## config.mk

```make
export PLATFORM = sky130hd
export DESIGN_NAME = chrono_sequencer_flat
export DESIGN_NICKNAME = d
export VERILOG_FILES = /design/src/rtl/chrono_sequencer_if.sv /design/src/rtl/chrono_sequencer.sv /design/src/flat_wrapper.sv
export SDC_FILE = /design/constraint.sdc
export NUM_CORES = 1
export LEC_CHECK = 0
export CAP_MARGIN = 20
export CELL_PAD_IN_SITES_DETAIL_PLACEMENT = 0
export CELL_PAD_IN_SITES_GLOBAL_PLACEMENT = 1
export CORE_MARGIN = 3
export CORE_UTILIZATION = 44
export DETAILED_ROUTE_END_ITERATION = 6
export MAX_ROUTING_LAYER = met4
export PLACE_DENSITY_LB_ADDON = 0.3
export SETUP_SLACK_MARGIN = 0.02
export SLEW_MARGIN = 40
export SYNTH_ARGS = -nofsm -noshare
export SYNTH_HDL_FRONTEND = slang
export SYNTH_SLANG_ARGS = --single-unit
```

## constraint.sdc

```tcl
create_clock -name clk_ms -period 2.4 [get_ports clk_ms]
set_input_delay 0.36 -clock clk_ms [delete_from_list [all_inputs] [get_ports clk_ms]]
set_output_delay 0.36 -clock clk_ms [all_outputs]
set_load 0.02 [all_outputs]
```

## src/rtl/chrono_sequencer_if.sv

```systemverilog
// Button/tick inputs and display/status outputs of the chronometer sequencer.
// slave is the sequencer side; master is the driver/observer side.
interface chrono_sequencer_if;
    logic        tick_100hz;
    logic        btn_startstop_p;
    logic        btn_lapreset_p;
    logic [23:0] display;
    logic        running;
    logic        lap_frozen;
    logic [1:0]  state;
    logic        wrap_p;

    modport slave (
        input  tick_100hz, btn_startstop_p, btn_lapreset_p,
        output display, running, lap_frozen, state, wrap_p
    );

    modport master (
        output tick_100hz, btn_startstop_p, btn_lapreset_p,
        input  display, running, lap_frozen, state, wrap_p
    );
endinterface

```

## src/rtl/chrono_sequencer.sv

```systemverilog
// Start/stop/lap chronometer sequencer: owns the mm:ss.cc BCD counter,
// the lap-freeze register and the registered six-digit display word.
//
// state   | meaning
// IDLE    | stopped and cleared, waiting for start
// RUNNING | counting, display live
// PAUSED  | stopped, display shows held time
// LAP     | counting, display frozen at lap capture
module chrono_sequencer #(
    parameter int MIN_MAX = 99
) (
    input  logic                clk_ms,
    input  logic                rst_n,
    chrono_sequencer_if.slave   bus
);
    typedef enum logic [1:0] {
        IDLE    = 2'b00,
        RUNNING = 2'b01,
        PAUSED  = 2'b10,
        LAP     = 2'b11
    } state_t;

    localparam logic [3:0] MAX_M1 = 4'(MIN_MAX / 10);
    localparam logic [3:0] MAX_M0 = 4'(MIN_MAX % 10);

    state_t      st;
    logic [23:0] cnt;
    logic [23:0] lap_reg;
    logic [23:0] cnt_inc;
    logic [23:0] cnt_adv;
    logic        wrap_all;
    logic        counting;
    logic        wrap_hit;

    logic [3:0] m1, m0, s1, s0, c1, c0;
    logic [3:0] n_m1, n_m0, n_s1, n_s0, n_c1, n_c0;

    assign {m1, m0, s1, s0, c1, c0} = cnt;

    // Ripple-carry BCD increment of the whole counter in one cycle.
    always_comb begin
        n_m1 = m1; n_m0 = m0; n_s1 = s1; n_s0 = s0; n_c1 = c1; n_c0 = c0;
        wrap_all = 1'b0;
        if (c0 != 4'd9) begin
            n_c0 = c0 + 4'd1;
        end else begin
            n_c0 = 4'd0;
            if (c1 != 4'd9) begin
                n_c1 = c1 + 4'd1;
            end else begin
                n_c1 = 4'd0;
                if (s0 != 4'd9) begin
                    n_s0 = s0 + 4'd1;
                end else begin
                    n_s0 = 4'd0;
                    if (s1 != 4'd5) begin
                        n_s1 = s1 + 4'd1;
                    end else begin
                        n_s1 = 4'd0;
                        if (m1 == MAX_M1 && m0 == MAX_M0) begin
                            n_m1 = 4'd0;
                            n_m0 = 4'd0;
                            wrap_all = 1'b1;
                        end else if (m0 != 4'd9) begin
                            n_m0 = m0 + 4'd1;
                        end else begin
                            n_m0 = 4'd0;
                            n_m1 = m1 + 4'd1;
                        end
                    end
                end
            end
        end
    end

    assign cnt_inc  = {n_m1, n_m0, n_s1, n_s0, n_c1, n_c0};
    assign counting = bus.tick_100hz && (st == RUNNING || st == LAP);
    assign cnt_adv  = counting ? cnt_inc : cnt;
    assign wrap_hit = counting && wrap_all;
    assign bus.state = st;

    always_ff @(posedge clk_ms or negedge rst_n) begin
        if (!rst_n) begin
            st             <= IDLE;
            cnt            <= '0;
            lap_reg        <= '0;
            bus.display    <= '0;
            bus.running    <= 1'b0;
            bus.lap_frozen <= 1'b0;
            bus.wrap_p     <= 1'b0;
        end else begin
            cnt         <= cnt_adv;
            bus.wrap_p  <= wrap_hit;
            bus.display <= cnt_adv;
            // startstop is tested first everywhere so it wins over lapreset
            case (st)
                IDLE: begin
                    if (bus.btn_startstop_p) begin
                        st          <= RUNNING;
                        bus.running <= 1'b1;
                    end
                end
                RUNNING: begin
                    if (bus.btn_startstop_p) begin
                        st          <= PAUSED;
                        bus.running <= 1'b0;
                    end else if (bus.btn_lapreset_p) begin
                        st             <= LAP;
                        bus.lap_frozen <= 1'b1;
                        lap_reg        <= cnt;
                        bus.display    <= cnt;
                    end
                end
                LAP: begin
                    if (bus.btn_startstop_p) begin
                        st             <= PAUSED;
                        bus.running    <= 1'b0;
                        bus.lap_frozen <= 1'b0;
                    end else if (bus.btn_lapreset_p) begin
                        st             <= RUNNING;
                        bus.lap_frozen <= 1'b0;
                    end else begin
                        bus.display <= lap_reg;
                    end
                end
                PAUSED: begin
                    if (bus.btn_startstop_p) begin
                        st          <= RUNNING;
                        bus.running <= 1'b1;
                    end else if (bus.btn_lapreset_p) begin
                        st          <= IDLE;
                        cnt         <= '0;
                        bus.display <= '0;
                    end
                end
            endcase
        end
    end
endmodule

```

## src/flat_wrapper.sv

```systemverilog
// flat-port wrapper written by rule: the top's interface ports become plain ports
module chrono_sequencer_flat 
#(
    parameter int MIN_MAX = 99
)
  (clk_ms, rst_n, bus_tick_100hz, bus_btn_startstop_p, bus_btn_lapreset_p, bus_display, bus_running, bus_lap_frozen, bus_state, bus_wrap_p);
  chrono_sequencer_if bus_i ();
  input  logic clk_ms;
  input  logic rst_n;
  input wire logic [$bits(bus_i.tick_100hz)-1:0] bus_tick_100hz;
  input wire logic [$bits(bus_i.btn_startstop_p)-1:0] bus_btn_startstop_p;
  input wire logic [$bits(bus_i.btn_lapreset_p)-1:0] bus_btn_lapreset_p;
  output wire logic [$bits(bus_i.display)-1:0] bus_display;
  output wire logic [$bits(bus_i.running)-1:0] bus_running;
  output wire logic [$bits(bus_i.lap_frozen)-1:0] bus_lap_frozen;
  output wire logic [$bits(bus_i.state)-1:0] bus_state;
  output wire logic [$bits(bus_i.wrap_p)-1:0] bus_wrap_p;
  assign bus_i.tick_100hz = bus_tick_100hz;
  assign bus_i.btn_startstop_p = bus_btn_startstop_p;
  assign bus_i.btn_lapreset_p = bus_btn_lapreset_p;
  assign bus_display = bus_i.display;
  assign bus_running = bus_i.running;
  assign bus_lap_frozen = bus_i.lap_frozen;
  assign bus_state = bus_i.state;
  assign bus_wrap_p = bus_i.wrap_p;
  chrono_sequencer #(.MIN_MAX(MIN_MAX)) u_core (.clk_ms(clk_ms), .rst_n(rst_n), .bus(bus_i));
endmodule
```

Yosys cells after proc, flatten, opt, wreduce, memory -nomap -nowiden
Cells that the tools add are included.
{"block": "word_totals", "output_inout_bits": 29, "word_cells": 96, "input_bits": 5, "register_bits": 77}
{"block": "classes", "bitwise_logic": 1, "reduce_logical": 12, "addsub": 6, "eq_ne": 18, "n_mux": 52}
{"op": "$mux W24", "n": 8}
{"op": "$mux W4", "n": 22}
{"op": "$pmux W24 S3", "n": 1}
{"op": "$add A4 B1 Y4 const B", "n": 6}
{"op": "$ne A4 B4 Y1 const B", "n": 4}
{"op": "$mux W2", "n": 7}
{"op": "$mux W1", "n": 11}
{"op": "$ne A3 B3 Y1 const B", "n": 3}
{"op": "$eq A4 B4 Y1 const B", "n": 2}
{"op": "$pmux W2 S4", "n": 1}
{"op": "$reduce_and A4 Y1", "n": 2}
{"op": "$ne A2 B2 Y1 const B", "n": 3}
{"op": "$eq A2 B2 Y1 const B", "n": 2}
{"op": "$ne A2 B1 Y1 const B", "n": 2}
{"op": "$ne A4 B3 Y1 const B", "n": 1}
{"op": "$pmux W1 S2", "n": 2}
{"op": "$reduce_or A2 Y1", "n": 2}
{"op": "$logic_and A1 B1 Y1", "n": 3}
{"op": "$reduce_and A3 Y1", "n": 1}
{"op": "$eq A2 B1 Y1 const B", "n": 1}
{"op": "$logic_not A2 Y1", "n": 1}
{"op": "$reduce_and A2 Y1", "n": 1}
{"op": "$reduce_bool A2 Y1", "n": 1}
{"op": "$logic_or A1 B1 Y1", "n": 1}
{"op": "$not A1 Y1", "n": 1}

Logic depth before layout (Yosys ltp)
Gate-level depths: netlist of the first run.
{"block": "depth", "depth_word": 11, "mapped_depth": 8, "depth_no_buf": 7}

Worst setup path before layout of the first run
OpenSTA, ideal clock, no wires.
{"block": "synth_timing", "kind": "reg2reg", "startpoint": "reg u_core.cnt[1]", "endpoint": "reg u_core.bus.display[9]", "path_buffers": 1, "arrival_time_ps": 1844, "setup_time_ps": 126, "required_time_ps": 2274, "path_slack_ps": 430, "stages_incl_launch_ff": 7, "period_less_slack_ps": 1970, "cell_sequence": "dfrtp_1 > buf_6 > or3b_4 > nor3_2 > mux2i_1 > a211oi_1 > a221o_1"}
{"block": "synth_via", "elab_chain_len": 6, "word_cells_on_any_way": 10, "cone_classes": "eq/ne: 1; mux: 9"}
{"element": "start: declaration", "line_no": "chrono_sequencer.sv:27", "text": "logic [23:0] cnt;"}
{"element": "start signal: assignment", "line_no": "chrono_sequencer.sv:92", "text": "cnt <= cnt_adv;"}
{"element": "$ne A4 B4 Y1 *", "line_no": "chrono_sequencer.sv:44", "text": "if (c0 != 4'd9) begin"}
{"element": "$mux W4 *", "line_no": "chrono_sequencer.sv:44"}
{"element": "$mux W24 *", "line_no": "chrono_sequencer.sv:78", "text": "assign cnt_adv = counting ? cnt_inc : cnt;"}
{"element": "$mux W24 (on tied branches)", "line_no": "chrono_sequencer.sv:130, chrono_sequencer.sv:107, chrono_sequencer.sv:119"}
{"element": "$mux W24 (on tied branches)", "line_no": "chrono_sequencer.sv:127, chrono_sequencer.sv:104, chrono_sequencer.sv:115"}
{"element": "$pmux W24 S3 *", "line_no": "chrono_sequencer.sv:96", "text": "case (st)"}
{"element": "end signal: assignment", "line_no": "chrono_sequencer.sv:94", "text": "bus.display <= cnt_adv;"}
{"element": "end signal: assignment", "line_no": "chrono_sequencer.sv:111", "text": "bus.display <= cnt;"}
{"element": "end signal: assignment", "line_no": "chrono_sequencer.sv:123", "text": "bus.display <= lap_reg;"}
{"element": "end: declaration", "line_no": "chrono_sequencer_if.sv:15", "text": "output display, running, lap_frozen, state, wrap_p"}
Every way passes the cells marked *; elsewhere a longest branch is shown, timed or not.
A chain may end at the register's enable or synchronous reset.

Worst setup path after layout of the first run
{"block": "layout_timing", "startpoint": "reg u_core.cnt[9]", "endpoint": "reg u_core.bus.display[13]"}
{"block": "layout_via", "elab_chain_len": 8, "word_cells_on_any_way": 12, "cone_classes": "eq/ne: 1; mux: 11"}
{"element": "$ne A4 B4 Y1 *", "line_no": "chrono_sequencer.sv:52", "text": "if (s0 != 4'd9) begin"}
{"element": "$mux W4 *", "line_no": "chrono_sequencer.sv:52"}
{"element": "$mux W4 *", "line_no": "chrono_sequencer.sv:48", "text": "if (c1 != 4'd9) begin"}
{"element": "$mux W4 *", "line_no": "chrono_sequencer.sv:44"}
{"element": "$mux W24 *", "line_no": "chrono_sequencer.sv:78"}
{"element": "$mux W24 (on tied branches)", "line_no": "chrono_sequencer.sv:130, chrono_sequencer.sv:107, chrono_sequencer.sv:119"}
{"element": "$mux W24 (on tied branches)", "line_no": "chrono_sequencer.sv:127, chrono_sequencer.sv:104, chrono_sequencer.sv:115"}
{"element": "$pmux W24 S3 *", "line_no": "chrono_sequencer.sv:96"}
Marks and branches as above.

==> results.txt, run 1 <==
----------------------------------------------------
[STA]
  Final Hold Fails ... 0
  F_max ... 458 MHz
  RSZ-0062 raised after global routing ... false
  Worst clock skew ... 0.0111 ns
  Final setup violation count ... 0
  Worst relative slew slack ... 0.482
  Number of pins exceeding their max-slew limit in the final report ... 0
  Part of the cycle the worst path needs ... 0.910
  Worst slew pin tran ... 0.777 ns
  Setup_tns ... 0 ns
  Worst-case hold slack ... 0.481 ns
  Final critical-path required period ... 2.18 ns

[Detailed routing]
  Number of DRC markers in iteration 0 ... 208
  Number of search-and-repair iterations in the first detailed-routing pass ... 5
  Mean number of vias per cell ... 5.67
  Wire length reported by the detailed router ... 10.1 mm
  Antenna Nets Post-Route ... 0
  Detailed-route DRC error count ... 0
  Number of vias in the routed layout ... 3410
  Wirelength per Cell ... 16.7 um

[Global route]
  Global-route wire length before repair ... 17.0 mm
  Global Route met1 Usage ... 0.317
  Most Crowded Layer GR ... met1
  Number of global-route vias before repair ... 3247
  Largest net degree at the start of global routing ... 40
  Total global routing track utilization ... 0.218
  Met2 layer usage reported by global route ... 0.314
  Antenna violations before repair ... 0
  Met3 usage ... 0.0332
  Overflow left after global routing ... 0

[Logic synthesis]
  Number of synthesized register bits ... 77
  Most numerous cell in the Yosys netlist ... sky130_fd_sc_hd__nand2_1
  Cell type with the highest aggregate area in the netlist ... sky130_fd_sc_hd__dfrtp_1
  Synthesized area ... 3940 um^2
  Synth Instances ... 439
  Dominant cells by area after synthesis ... sky130_fd_sc_hd__dfrtp_1 (49%), sky130_fd_sc_hd__nand2_1 (9.2%), sky130_fd_sc_hd__o21ai_0 (3.7%)
  Area share of the leading cell type in the synthesized netlist ... 0.490
  Distinct cell type count of the synthesized netlist ... 54
  Async set-reset flop share out of synthesis ... 1.00
  Mean post-synth cell area ... 8.97 um^2
  Nets in the synthesized netlist ... 452
  Sequential fraction of the synthesis area ... 0.490
  Warning count from the yosys run ... 0
  Leading register cell type out of synthesis ... sky130_fd_sc_hd__dfrtp_1
  Post-synth EDFFs ... 0
  Most instantiated cells after synthesis ... sky130_fd_sc_hd__nand2_1 (97), sky130_fd_sc_hd__dfrtp_1 (77), sky130_fd_sc_hd__nor2_1 (37)

[Worst setup path]
  Worst Setup Path Type ... register to register
  Data arrival, critical path ... 2.41 ns
  Kind of launch point of the worst setup path ... register
  Required time of the critical path ... 2.63 ns
  Critical-path maximum fanout ... 5
  Worst reg-to-reg path cell count ... 8
  CP Capture Type ... register
  Critical register-to-register path startpoint ... u_core.cnt[9]$_DFF_PN0_
  Reg-to-reg critical path endpoint ... u_core.bus.display[13]$_DFF_PN0_
  Reg-to-reg slack, setup ... 0.22 ns

[Placement]
  Placed inst area ... 4550 um^2
  IO Port Bufs ... 33
  RePlAce Congestion ... 0.933
  HPWL after DPL ... 6.99 mm

[Clock tree]
  H-Tree Level Count ... 3
  Number of clock buffers inserted by TritonCTS ... 9
  Worst skew pair latency ... 0.34 ns
  Clk sinks ... 77
  Maximum count of clock buffers along a single path ... 2
  Clock edge transition at the registers on the reported setup and hold paths ... 0.08 ns
  Cell at the root of the clock tree ... sky130_fd_sc_hd__clkbuf_8
  Clock tree from TritonCTS ... yes
  Post_cts resized ... 0

[Min path]
  Capture endpoint of the worst hold path ... u_core.lap_reg[16]$_DFFE_PN0P_
  Tightest Hold Check Type ... register to register
  Worst min-delay path startpoint ... u_core.lap_reg[16]$_DFFE_PN0P_
  Hold-critical path depth ... 2

[Floorplan]
  Number of rows in the core area ... 33
  I/O Pins ... 34
  Chip width ... 101 um
  Effective utilization at floorplan ... 0.465
  Die Outline Area ... 10100 um^2
  Core box area ... 8460 um^2
  Die Span Y ... 101 um

[Final layout]
  Layout cells sized above 1 ... 0.115
  Total Nets Final ... 505
  Final Instance Area ... 4760 um^2
  Synth-to-layout area growth ... 21.0%
  Number of diodes ... 0

[Pwr]
  Total power after layout ... 4000 uW
  Pwr dens ... 840 nW/um^2
  Leakage power of the design ... 0.00225 uW
  Peak supply drop ... 497 uV

[Run]
  Max capacitance violation total ... 0

[Run status]
  Status ... finished, final reports clean

----------------------------------------------------
placed cells by master, fill, tap and decap left out, types with 2 or more instances in the layout:
cell                              count
sky130_fd_sc_hd__inv_1                9
sky130_fd_sc_hd__clkinv_2             2
sky130_fd_sc_hd__nand4_1              5
sky130_fd_sc_hd__dfrtp_1             77
sky130_fd_sc_hd__o21a_1               2
sky130_fd_sc_hd__ha_1                 8
sky130_fd_sc_hd__nor3_1               2
sky130_fd_sc_hd__and3b_1              4
sky130_fd_sc_hd__clkbuf_8            11
sky130_fd_sc_hd__a211oi_1             3
sky130_fd_sc_hd__mux2i_1              9
sky130_fd_sc_hd__nor2b_1              5
sky130_fd_sc_hd__xor2_1               4
sky130_fd_sc_hd__nor3b_1              3
sky130_fd_sc_hd__nor4_1               3
sky130_fd_sc_hd__a21oi_1             27
sky130_fd_sc_hd__buf_4               36
sky130_fd_sc_hd__a22oi_1             10
sky130_fd_sc_hd__o22ai_1              5
sky130_fd_sc_hd__a21o_1               6
sky130_fd_sc_hd__a221o_1              3
sky130_fd_sc_hd__o31ai_1              2
sky130_fd_sc_hd__nand3b_1             4
sky130_fd_sc_hd__clkdlybuf4s50_1     32
sky130_fd_sc_hd__and3_1               4
sky130_fd_sc_hd__and2_1               2
sky130_fd_sc_hd__nand2b_1             8
sky130_fd_sc_hd__o21ai_0             29
sky130_fd_sc_hd__nor2_1              37
sky130_fd_sc_hd__nand3_1              8
sky130_fd_sc_hd__o211ai_1             8
sky130_fd_sc_hd__nand2_1             97
sky130_fd_sc_hd__a31oi_1              5
sky130_fd_sc_hd__a22o_1               2
cell families (layout without fill, tap and decap cells):
group	count (synthesis)	count (layout)	share of synthesized area
AND/OR/NAND/NOR	192	192	0.232
flip-flops	77	77	0.490
XOR/XNOR	5	5	0.0111
multiplexers	9	9	0.0229
buffers and inverters	37	94	0.0413
AO/OA/AOI/OAI	111	111	0.177
adder cells (fa/ha/maj)	8	8	0.0254
metal layers:
| layer | part of all wire | vias to the layer above |
|---|---|---|
| li1 | - | 1636 |
| met5 | 0 | - |
| met4 | 0.018 | 0 |
| met1 | 0.49 | 1665 |
| met3 | 0.044 | 13 |
| met2 | 0.45 | 96 |
worst max-delay path, stage by stage, from the launching register on:
cell and delay [ns]:
sky130_fd_sc_hd__dfrtp_1 0.43, sky130_fd_sc_hd__inv_1 0.10, sky130_fd_sc_hd__ha_1 0.15, sky130_fd_sc_hd__nand3b_1 0.19, sky130_fd_sc_hd__nor4_4 0.46, sky130_fd_sc_hd__buf_4 0.22, sky130_fd_sc_hd__mux2i_1 0.22, sky130_fd_sc_hd__a21boi_0 0.19
sky130_fd_sc_hd__o21ai_0 0.09
power by group:
group / internal (uW) / switching, uW / leakage (uW) / total (uW)
Combinational: 575 / 800 / 0.00110 / 1370
Sequential: 1470 / 145 / 0.00104 / 1620
Clock: 529 / 479 / 0.000101 / 1010
metrics by stage:
step	utilization	cells	setup WS (ns)
after floorplan	-	439	0.430
after global placement	0.538	585	0.0668
after detailed placement	0.538	585	0.0366
after CTS	0.563	601	0.230
after global routing	0.563	601	0.0255
final	0.563	601	0.216
area by class of cell:
type                            instances  area [um^2]
Clock buffer                           11          151
Fill cell                             754         3700
Sequential cell                        77         1930
Tap cell                              105          131
Multi-Input combinational cell        325         1850
Inverter                                9         33.8
Timing Repair Buffer                   70          621
Clock inverter                          4         47.5
how the worst max path moves through the flow:
stage                                 start                                to  slack (ns)
detailed placement           bus_tick_100hz  u_core.bus.display[13]$_DFF_PN0_        0.04
finish              u_core.cnt[9]$_DFF_PN0_  u_core.bus.display[13]$_DFF_PN0_        0.22
global placement             bus_tick_100hz  u_core.bus.display[13]$_DFF_PN0_        0.07
global route        u_core.cnt[9]$_DFF_PN0_  u_core.bus.display[13]$_DFF_PN0_        0.03
CTS                 u_core.cnt[9]$_DFF_PN0_  u_core.bus.display[20]$_DFF_PN0_        0.23
floorplan           u_core.cnt[1]$_DFF_PN0_   u_core.bus.display[9]$_DFF_PN0_        0.43
timing repair:
action                                 CTS  global route
hold buffers                             1             0
endpoints found under the hold margin    4             0
buffers inserted                         0             0
Note: power is estimated with default switching activity, not from simulation.
==> run 2: changes to the inputs <==
CORE_UTILIZATION = 49   (was 44)
DONT_BUFFER_PORTS = 1   (was not set)
==> results.txt, run 2 (synthesized netlist as in run 1, its figures left out) <==
----------------------------------------------------
[Final layout]
  Total Nets Final ... 462 (-8.5%)
  Layout filler cell count ... 738 (-2.1%)
  Most common cell after layout, fill and taps aside ... sky130_fd_sc_hd__nand2_1
  Number of diodes ... 0 (unchanged)
  Synth-to-layout area growth ... 10.6%
  Top library cells by usage in the layout, fill and taps aside ... sky130_fd_sc_hd__nand2_1 (97), sky130_fd_sc_hd__dfrtp_1 (77), sky130_fd_sc_hd__nor2_1 (37)
  Layout cells sized above 1 ... 0.0927 (-0.0222)

[Min path]
  Hold-critical path depth ... 1 (-1)
  Tightest Hold Check Type ... input pin to register

[Worst setup path]
  Number of cells on the critical path ... 8 (unchanged)
  Worst Setup Path Type ... register to register
  Count of buffer and inverter cells on the critical path ... 2 (unchanged)
  Critical-path maximum fanout ... 11 (+6)
  Biggest cell delay along the critical path ... 0.42 ns (-0.04 ns)
  Data arrival, critical path ... 2.35 ns (-0.06 ns)
  Slowest stage cell on the critical path ... sky130_fd_sc_hd__dfrtp_1
  CP Capture Type ... register
  CP Cell Sequence ... inv_1 > ha_1 > nand3b_1 > nor4_4 > buf_4 > nand3_1 > mux2i_1 > o22ai_1
  Kind of launch point of the worst setup path ... register
  Worst reg-to-reg path cell count ... 8 (unchanged)
  Required time of the critical path ... 2.61 ns (-0.02 ns)
  Crit path max-delay family ... simple AND/OR/NAND/NOR gates

[Floorplan]
  I/O Pins ... 34 (unchanged)
  Die Span Y ... 95.6 um (-4.9%)
  Number of rows in the core area ... 32 (-3.0%)
  Chip width ... 95.6 um (-4.9%)
  Effective utilization at floorplan ... 0.507 (+0.0417)
  Core box area ... 7770 um^2 (-8.2%)
  Die Outline Area ... 9150 um^2 (-9.6%)

[Clock tree]
  Post-CTS Setup Inserts ... 0 (unchanged)
  Clock edge transition at the registers on the reported setup and hold paths ... 0.07 ns (about the same)
  H-Tree Level Count ... 3 (unchanged)
  Cell at the root of the clock tree ... sky130_fd_sc_hd__clkbuf_8
  Clock tree from TritonCTS ... yes
  Maximum count of clock buffers along a single path ... 2 (unchanged)
  Clk sinks ... 77 (unchanged)
  Worst skew pair latency ... 0.34 ns (about the same)
  Number of clock buffers inserted by TritonCTS ... 9 (unchanged)

[STA]
  Worst-case hold slack ... 0.0931 ns (-0.387 ns)
  Final Hold Fails ... 0 (unchanged)
  Final critical-path required period ... 2.13 ns (-0.0492 ns)
  Worst slew pin tran ... 0.395 ns (-0.382 ns)
  Setup_tns ... 0 ns (unchanged)
  F_max ... 468 MHz (+2.3%)
  Worst relative slew slack ... 0.733 (+0.251)
  Final setup violation count ... 0 (unchanged)
  Worst clock skew ... 0.00817 ns (-0.00295 ns)
  Part of the cycle the worst path needs ... 0.890 (-0.0205)
  Number of pins exceeding their max-slew limit in the final report ... 0 (unchanged)
  RSZ-0062 raised after global routing ... false

[Detailed routing]
  Antenna Nets Post-Route ... 0 (unchanged)
  Detailed-route DRC error count ... 0 (unchanged)
  Number of DRC markers in iteration 0 ... 190 (-8.7%)
  Number of vias in the routed layout ... 3186 (-6.6%)
  Number of search-and-repair iterations in the first detailed-routing pass ... 5 (unchanged)
  Wire length reported by the detailed router ... 9.68 mm (-3.9%)
  Wirelength per Cell ... 17.4 um (+4.1%)
  Mean number of vias per cell ... 5.74 (+1.2%)

[Global route]
  Number of global-route vias before repair ... 3179 (-2.1%)
  Total global routing track utilization ... 0.239 (+0.0204)
  Overflow left after global routing ... 0 (unchanged)
  Global-route wire length before repair ... 16.1 mm (-4.9%)
  Largest net degree at the start of global routing ... 78 (+95%)
  Antenna violations before repair ... 0 (unchanged)

[Pwr]
  Pwr dens ... 852 nW/um^2 (+1.4%)
  Total power after layout ... 3710 uW (-7.4%)
  Peak supply drop ... 300 uV (-40%)
  Leakage power of the design ... 0.00208 uW (-7.6%)

[Placement]
  IO Port Bufs ... 0 (-100%)
  HPWL after DPL ... 6.67 mm (-4.6%)
  RePlAce Congestion ... 0.933 (about the same)

[Run]
  Max capacitance violation total ... 0 (unchanged)

[Run status]
  Status ... finished, final reports clean

----------------------------------------------------
run 2: power breakdown:
part / switching, uW / total (uW) / internal (uW) / leakage (uW)
Sequential: 250 / 1730 / 1480 / 0.00104
Combinational: 649 / 1060 / 412 / 0.000945
Clock: 445 / 921 / 476 / 0.0000875
Total: 1340 / 3710 / 2360 / 0.00208
run 2: path summary, 6_finish.rpt:
check	from	end	slack, ns
setup / recovery	u_core.cnt[9]$_DFF_PN0_	u_core.bus.display[22]$_DFF_PN0_	0.27
hold / removal	bus_btn_startstop_p	u_core.bus.state[0]$_DFFE_PN0P_	0.09
setup reg to reg	u_core.cnt[9]$_DFF_PN0_	u_core.bus.display[22]$_DFF_PN0_	0.27
hold reg to reg	u_core.lap_reg[16]$_DFFE_PN0P_	u_core.lap_reg[16]$_DFFE_PN0P_	0.47
max in group asynchronous	rst_n	u_core.cnt[22]$_DFF_PN0_	1.53
min in group asynchronous	rst_n	u_core.bus.display[5]$_DFF_PN0_	0.58
run 2: final cells by class:
class | count | area, um^2 | share of cell area
clock buffer | 13 | 139 | 0.0319
clock inverter | 2 | 35.0 | 0.00805
inverter | 9 | 33.8 | 0.00776
multi-input combinational | 325 | 1850 | 0.426
sequential | 77 | 1930 | 0.443
tap | 102 | 128 | 0.0293
timing repair buffer | 27 | 238 | 0.0546
run 2: repair_timing:
| item | in CTS | in global routing |
|---|---|---|
| gates resized for setup | 0 | 0 |
| hold buffers | 2 | 0 |
| hold endpoints to repair | 77 | 0 |
run 2: routing by layer:
layer  vias to the layer above  track usage  share of wire
li1                       1551            -              -
met1                      1548        0.295           0.44
met2                        73        0.398           0.51
met3                        14       0.0331          0.034
met4                         0       0.0889          0.018
met5                         -            -              0
run 2: per-stage QoR:
step                std cells  instance area, um^2  setup WS (ns)  utilization
floorplan                 439                 3940          0.430            -
global placement          538                 4140          0.347        0.533
detailed placement        538                 4140          0.310        0.533
CTS                       555                 4350          0.297        0.560
global route              555                 4350          0.108        0.560
finish                    555                 4350          0.265        0.560
